File: src/rtl/flt_blocking_pattern_seq.sv
// Programmable per-channel handshake blocking-pattern sequencer with a writable pattern table.
// Optional LFSR pattern source is enabled by defining BLK_PAT_LFSR_EN (adds the lfsr_mode input).
module flt_blocking_pattern_seq #(
    parameter int unsigned       NUM_CH      = 5,
    parameter int unsigned       DEPTH       = 32,
    parameter int unsigned       ADDR_W      = 5,
    parameter logic [NUM_CH-1:0] DEFAULT_PAT = NUM_CH'(1),
    parameter logic [15:0]       LFSR_SEED   = 16'hACE1
) (
    input  logic              clk,
    input  logic              rst,
    input  logic              wr_en,
    input  logic [ADDR_W-1:0] wr_addr,
    input  logic [NUM_CH-1:0] wr_data,
    input  logic              start,
    input  logic              stop,
    input  logic              step_en,
    input  logic              loop_en,
    input  logic [ADDR_W-1:0] seq_len,
`ifdef BLK_PAT_LFSR_EN
    input  logic              lfsr_mode,
`endif
    output logic [NUM_CH-1:0] pat_out,
    output logic              pat_valid,
    output logic              busy,
    output logic              done,
    output logic [ADDR_W-1:0] cur_addr,
    output logic [15:0]       loop_cnt
);

    localparam int unsigned     IDX_W   = (DEPTH > 1) ? $clog2(DEPTH) : 1;
    localparam logic [ADDR_W:0] DEPTH_V = (ADDR_W + 1)'(DEPTH);

    if (LFSR_SEED == 16'h0 || NUM_CH < 1 || NUM_CH > 16 || DEPTH > (2 ** ADDR_W)) begin : g_bad_cfg
        $error("flt_blocking_pattern_seq: illegal parameter combination");
    end

    typedef enum logic [1:0] {IDLE, RUN, DONE} state_t;

    state_t            state, state_n;
    logic [NUM_CH-1:0] mem [DEPTH];
    logic [DEPTH-1:0]  ent_valid;
    logic [NUM_CH-1:0] rd_data, step_pat, pat_n;
    logic              pat_valid_n;
    logic [ADDR_W-1:0] addr_n;
    logic [15:0]       cnt_n;
    logic [ADDR_W:0]   len, len_n, len_eff;
    logic              last, wr_ok;
    logic [15:0]       lfsr, lfsr_n, lfsr_adv;

    assign wr_ok    = wr_en && ({1'b0, wr_addr} < DEPTH_V);
    assign rd_data  = ent_valid[cur_addr[IDX_W-1:0]] ? mem[cur_addr[IDX_W-1:0]] : DEFAULT_PAT;
    assign len_eff  = (seq_len == '0 || {1'b0, seq_len} > DEPTH_V) ? DEPTH_V : {1'b0, seq_len};
    assign last     = ({1'b0, cur_addr} == len - 1'b1);
    assign lfsr_adv = {lfsr[14:0], lfsr[15] ^ lfsr[13] ^ lfsr[12] ^ lfsr[10]};
`ifdef BLK_PAT_LFSR_EN
    assign step_pat = lfsr_mode ? lfsr[NUM_CH-1:0] : rd_data;
`else
    assign step_pat = rd_data;
`endif

    // Nonblocking write keeps a same-cycle playback read on the old entry.
    always_ff @(posedge clk) begin
        if (rst) begin
            ent_valid <= '0;
        end else if (wr_ok) begin
            ent_valid[wr_addr[IDX_W-1:0]] <= 1'b1;
        end
    end

    always_ff @(posedge clk) begin
        if (wr_ok) begin
            mem[wr_addr[IDX_W-1:0]] <= wr_data;
        end
    end

    always_ff @(posedge clk) begin
        if (rst) begin
            state     <= IDLE;
            pat_out   <= '0;
            pat_valid <= 1'b0;
            cur_addr  <= '0;
            loop_cnt  <= '0;
            len       <= '0;
            lfsr      <= LFSR_SEED;
        end else begin
            state     <= state_n;
            pat_out   <= pat_n;
            pat_valid <= pat_valid_n;
            cur_addr  <= addr_n;
            loop_cnt  <= cnt_n;
            len       <= len_n;
            lfsr      <= lfsr_n;
        end
    end

    // The final one-shot entry stays visible for the first DONE cycle; the drain value follows.
    always_comb begin
        state_n     = state;
        pat_n       = pat_out;
        pat_valid_n = pat_valid;
        addr_n      = cur_addr;
        cnt_n       = loop_cnt;
        len_n       = len;
        lfsr_n      = lfsr;
        case (state)
            IDLE, DONE: begin
                pat_n       = (state == DONE) ? '1 : '0;
                pat_valid_n = 1'b0;
                if (stop) begin
                    state_n = IDLE;
                    pat_n   = '0;
                end else if (start) begin
                    state_n = RUN;
                    pat_n   = '0;
                    addr_n  = '0;
                    cnt_n   = '0;
                    len_n   = len_eff;
                    lfsr_n  = LFSR_SEED;
                end
            end
            RUN: begin
                if (stop) begin
                    state_n     = IDLE;
                    pat_n       = '0;
                    pat_valid_n = 1'b0;
                    addr_n      = '0;
                end else if (start) begin
                    pat_valid_n = 1'b0;
                    addr_n      = '0;
                    cnt_n       = '0;
                    len_n       = len_eff;
                    lfsr_n      = LFSR_SEED;
                end else if (step_en) begin
                    pat_n       = step_pat;
                    pat_valid_n = 1'b1;
                    lfsr_n      = lfsr_adv;
                    if (!last) begin
                        addr_n = cur_addr + 1'b1;
                    end else if (loop_en) begin
                        addr_n = '0;
                        cnt_n  = (loop_cnt == 16'hFFFF) ? loop_cnt : loop_cnt + 16'd1;
                    end else begin
                        addr_n  = '0;
                        state_n = DONE;
                    end
                end
            end
            default: state_n = IDLE;
        endcase
    end

    assign busy = (state == RUN);
    assign done = (state == DONE);

endmodule

File: config.mk
export PLATFORM = sky130hd
export DESIGN_NAME = flt_blocking_pattern_seq
export DESIGN_NICKNAME = d
export VERILOG_FILES = /design/src/rtl/flt_blocking_pattern_seq.sv
export SDC_FILE = /design/constraint.sdc
export NUM_CORES = 1
export LEC_CHECK = 0
export CAP_MARGIN = 20
export CORE_MARGIN = 3
export CORE_UTILIZATION = 50
export CTS_CLUSTER_DIAMETER = 50
export DETAILED_ROUTE_END_ITERATION = 7
export PLACE_DENSITY = 0.76
export SLEW_MARGIN = 20
export SYNTH_ARGS = -nofsm -noshare
export SYNTH_HDL_FRONTEND = slang
export SYNTH_SLANG_ARGS = --single-unit
File: constraint.sdc
create_clock -name clk -period 2.33 [get_ports clk]
set_input_delay 0.3495 -clock clk [delete_from_list [all_inputs] [get_ports clk]]
set_output_delay 0.3495 -clock clk [all_outputs]
set_load 0.005 [all_outputs]
# Word level (Yosys, flattened, before mapping)
# Memory sizes are Yosys's and may differ from the RTL's. A register that Yosys moved wholly into a read port is not among the register bits.
# Cells that the tools add are included.
# totals
regBits	67
mem_bits_rw	160
wordCells	92
memories	1
# mem_list
memory	depth	width	rd	rd_ports_with_merged_regs	write_ports	line_no	rtl
mem	32	5	1	1	1	41	logic [NUM_CH-1:0] mem [DEPTH];
# op_classes
addsub	3
magnitude_cmp	4
n_eq_ne	17
muxes	45
bitwise	2
n_reduce_logical	13
# op_table
cell	n
$mux 16	8
$mux 5	15
$or 32x32->32	1
$pmux 16 s2	1
$ne 3x3->1 const B	7
$pmux 5 s2	2
$add 16x1->16 const B	1
$eq 16x16->1 const B	1
$mux 2	7
$lt 5x6->1 const B	2
$reduce_and 8->1	1
$mux 1	7
$eq 5x6->1	1
$gt 5x6->1 const B	1
$mux 6	1
$ne 2x2->1 const B	3
$ne 3x2->1 const B	2
$reduce_and 3->1	2
$sub 6x1->6 const B	1
$add 5x1->5 const B	1
$bmux 1 s5	1
$demux 1 s5	1
$ge 5x1->1 const B	1
$logic_not 5->1	1
other kinds (15)	15

# Logic depth before layout (Yosys ltp)
# Gate-level depths: netlist of run 1.
# depth
word_depth	9
ltp_mapped	9
mapped_depth_nobuf	8

# Worst setup path after synthesis of run 1
# OpenSTA, ideal clock, no wires.
# synth_timing
path_kind	register to register
from	register len[0]
to	register loop_cnt[10]
setup_ps	129
t_arrival_ps	2136
required_ps	2201
slack_ps	64
stages_incl_launch_ff	10
cell_sequence	dfxtp_1 inv_1 ha_1 o21ba_1 a221oi_2 a41oi_2 or4_4 nand3_2 buf_6 a31oi_1
# synth_between
elab_chain_len	4
# synth_lines
item	line_no	rtl
start: declaration	47	logic [ADDR_W:0] len, len_n, len_eff;
start signal: assignment	92	len <= len_n;
$sub 6x1->6	54	assign last = ({1'b0, cur_addr} == len - 1'b1);
$eq 5x6->1	54	
$ne 3x2->1 (no source line)	n/a	
$reduce_and 8->1 (no source line)	n/a	
end signal: assignment	91	loop_cnt <= cnt_n;
end: declaration	28	output logic [15:0] loop_cnt
# No other way between the ends.
# A chain may end at the register's enable or synchronous reset.

# Final worst setup path of run 1
# layout_timing
from	register len[1]
to	register loop_cnt[10]
# Same word-level chain as after synthesis.

==> flow_summary.json, run 1 <==
{
  "path_cells": "inv_1, ha_2, o21ba_1, a221oi_2, a41oi_2, or4_4, nand3_4, a31oi_1",
  "hpwlAfterDp_um": 16200,
  "clock_skew_ns": 0.00959,
  "grt_overflow": 0,
  "via_per_inst": 5.95,
  "min_path_type": "primary input to register",
  "fin_util_pct": 63.2,
  "cts_root_buf": "clkbuf_16",
  "r2r-end": "loop_cnt[10]",
  "path_clk_slew_ns": 0.06,
  "rows": 49,
  "hold_buffers": 0,
  "worstRegToRegCells": 8,
  "holdPathStages": 3,
  "status": "finished clean",
  "cellLeakagePower_nw": 3.88,
  "grt_first_pass_wirelength_um": 36700,
  "path_delay_family": "simple AND/OR/NAND/NOR gates",
  "firstDrtPassIters": 7,
  "synthCells": 745,
  "vias": 6625,
  "ys_types": 57,
  "antenna_left": 0,
  "die-area_mm2": 0.0208,
  "cp_data_required_time_ns": 2.71,
  "clk_latency_ns": 0.51,
  "postSynthAreaPerCell_um2": 12.8,
  "ir_worst_vdd_mv": 0.742,
  "areaGrowthSynthToFinish_pct": 21.4,
  "reg2reg_from": "len[1]",
  "synth_nets": 770,
  "numCtsBuffers": 23,
  "setup_violations": 0,
  "critPathCaptureType": "register",
  "synth-seq-area-share_pct": 65.2,
  "rsz0062_at_grt": "false",
  "cts_sinks": 232,
  "finalHoldViolations": 0,
  "antenna_cells": 0,
  "yosys_warnings": 0,
  "track_usage_pct": 22.7,
  "grt_util_met1_pct": 30.6,
  "cp_num_buf_inv": 1,
  "critical_path_arrival_ns": 2.60,
  "gr-usage-met3_pct": 3.41,
  "fmax_mhz": 451,
  "nFillCells": 1324,
  "synth-edff-count": 160,
  "startpoint_type": "register",
  "core-area_mm2": 0.0184,
  "grt_max_degree": 33,
  "place_congestion": 0.901,
  "power_mw": 8.58,
  "async_reset_ff_share_pct": 0,
  "wl_um": 23200,
  "busiest_layer": "met2",
  "die_h_um": 144,
  "path_class": "register to register",
  "worst_slew_pin_slew_ns": 0.764,
  "use_met2_pct": 38.3,
  "final_layout_size_suffix_gt1_share_pct": 17.8,
  "dp_cells": 1070,
  "netlist_area_mm2": 0.00957,
  "crit_start": "len[1]",
  "initialDrtViolationCount": 718,
  "cp_slowest_cell": "or4_4",
  "final_max_slew_viol_count": 0,
  "post-place-ws_ns": -0.0190,
  "final_common_cell": "edfxtp_1",
  "wire_per_inst_um": 20.8,
  "rrSetupSlack_ns": 0.11,
  "worst_slack_ns": 0.111,
  "finalSetupTns_ns": 0,
  "drc": 0,
  "port_buffers": 50,
  "nets": 893,
  "antenna_found_initial": 0,
  "fp.dieW_um": 144,
  "clock_path_buffers": 3,
  "ys_ff_latch": 232,
  "slowest_delay_ns": 0.62,
  "grt_pass1_vias": 6722,
  "drv_cap": 0,
  "finalCritPeriodShare_pct": 95.2,
  "ioPinCount": 51,
  "htreeDepth": 1,
  "min_delay_worst_endpoint": "len[2]",
  "min_from": "seq_len[2]",
  "instances_no_fill": 1113,
  "start_util_pct": 52.0,
  "yosys_most_used_dff": "edfxtp_1",
  "layout_common_cells": "edfxtp_1, nor2_1, buf_4",
  "powerDensity_mw_per_mm2": 738,
  "max_slew_margin_pct": 49.0,
  "cts_tree": "yes",
  "min_period_ns": 2.22,
  "crit_fanout": 14
}
metal layers:
layer	vias up	wire length [um]
li1	3038	-
met1	3229	9170
met2	311	11600
met3	47	1800
met4	0	629
met5	-	0
cells in the mapped netlist (8+ instances only):
master	n	area share (%)
inv_1	10	0.39
a22oi_1	8	0.63
o21ai_0	14	0.73
nand3_1	23	1.2
edfxtp_1	160	50
nor2_1	127	5.0
and3_1	9	0.59
nand2_1	40	1.6
clkbuf_1	15	0.59
a31oi_1	11	0.72
a211oi_1	14	1.1
nand2b_1	11	0.72
mux4_2	17	4.0
nor2b_1	12	0.78
dfxtp_1	72	15
a21oi_1	31	1.6
mux2_2	9	1.1
mux2i_1	49	5.1
buf_2	11	0.58
nor3_1	10	0.52
cells by family (layout without fill, tap and decap cells):
group           count (synthesis)  after routing  share of synthesized area, %
mux                            75             75                          10.2
xor+xnor                       10             10                         0.915
flops                         232            232                          65.2
buf+inv                        44            183                          2.14
compound gates                123            123                          8.72
simple gates                  258            258                          12.4
fa+ha+maj                       3              3                         0.392
timing repair:
action	CTS	global route
resized for setup	4	8
endpoints found under the setup margin	12	15
cloned	1	0
pin swaps	0	3
hold endpoints to repair	0	0
buffers inserted	0	1
metrics by stage:
| stage | hold WS (ns) | area, um2 |
|---|---|---|
| after global placement | 0.450 | 10800 |
| after global routing | 0.443 | 11600 |
| after detailed placement | 0.457 | 10800 |
| after CTS | 0.427 | 11600 |
| after floorplan | 0.440 | 9570 |
| final | 0.435 | 11600 |
how the worst max path moves through the flow:
stage / end / slack [ns] / cells after the start
final: loop_cnt[10] / 0.11 / 8
after global routing: loop_cnt[2] / 0.01 / 10
after CTS: loop_cnt[5] / 0.02 / 10
after detailed placement: loop_cnt[5] / -0.02 / 8
after global placement: loop_cnt[8] / 0.09 / 8
after floorplan: loop_cnt[10] / 0.06 / 9
cell type report:
cell class / instances / area, um2 / area share (%)
multi-input combinational: 469 / 3160 / 27.2
sequential: 232 / 6250 / 53.8
timing repair buffer: 132 / 1160 / 10.0
tap: 229 / 287 / 2.46
inverter: 10 / 37.5 / 0.323
clock inverter: 11 / 109 / 0.936
clock buffer: 30 / 622 / 5.35
power by group:
group / switching, mW / leakage [nW] / internal (mW) / total (mW)
Clock: 1.47 / 0.351 / 2.10 / 3.57
Sequential: 0.0281 / 2.02 / 4.45 / 4.48
Combinational: 0.301 / 1.50 / 0.231 / 0.531
state kept, by name, summed over array words and instances (netlist names), named ones only:
name	cells
ent_valid	32
mem	160
state	2
pat_valid	1
len	6
loop_cnt	16
pat_out	5
cur_addr	5
worst reg2reg max path: stages, from the launching register on:
cell	delay, ns
dfxtp_2	0.36
inv_1	0.05
ha_2	0.20
o21ba_1	0.19
a221oi_2	0.27
a41oi_2	0.09
or4_4	0.62
nand3_4	0.20
a31oi_1	0.12
No activity file was read; power rests on OpenSTA's default activity.
==> run 2: changes to the inputs <==
--- a/config.mk
+++ b/config.mk
@@ -5,6 +5,7 @@
 export SDC_FILE = /design/constraint.sdc
 export NUM_CORES = 1
 export LEC_CHECK = 0
+export ABC_CLOCK_PERIOD_IN_PS = 2330
 export CAP_MARGIN = 20
 export CORE_MARGIN = 3
 export CORE_UTILIZATION = 50
==> results of run 2 <==
Same layout as run 1: the final DEF is identical, and so are final timing and power.
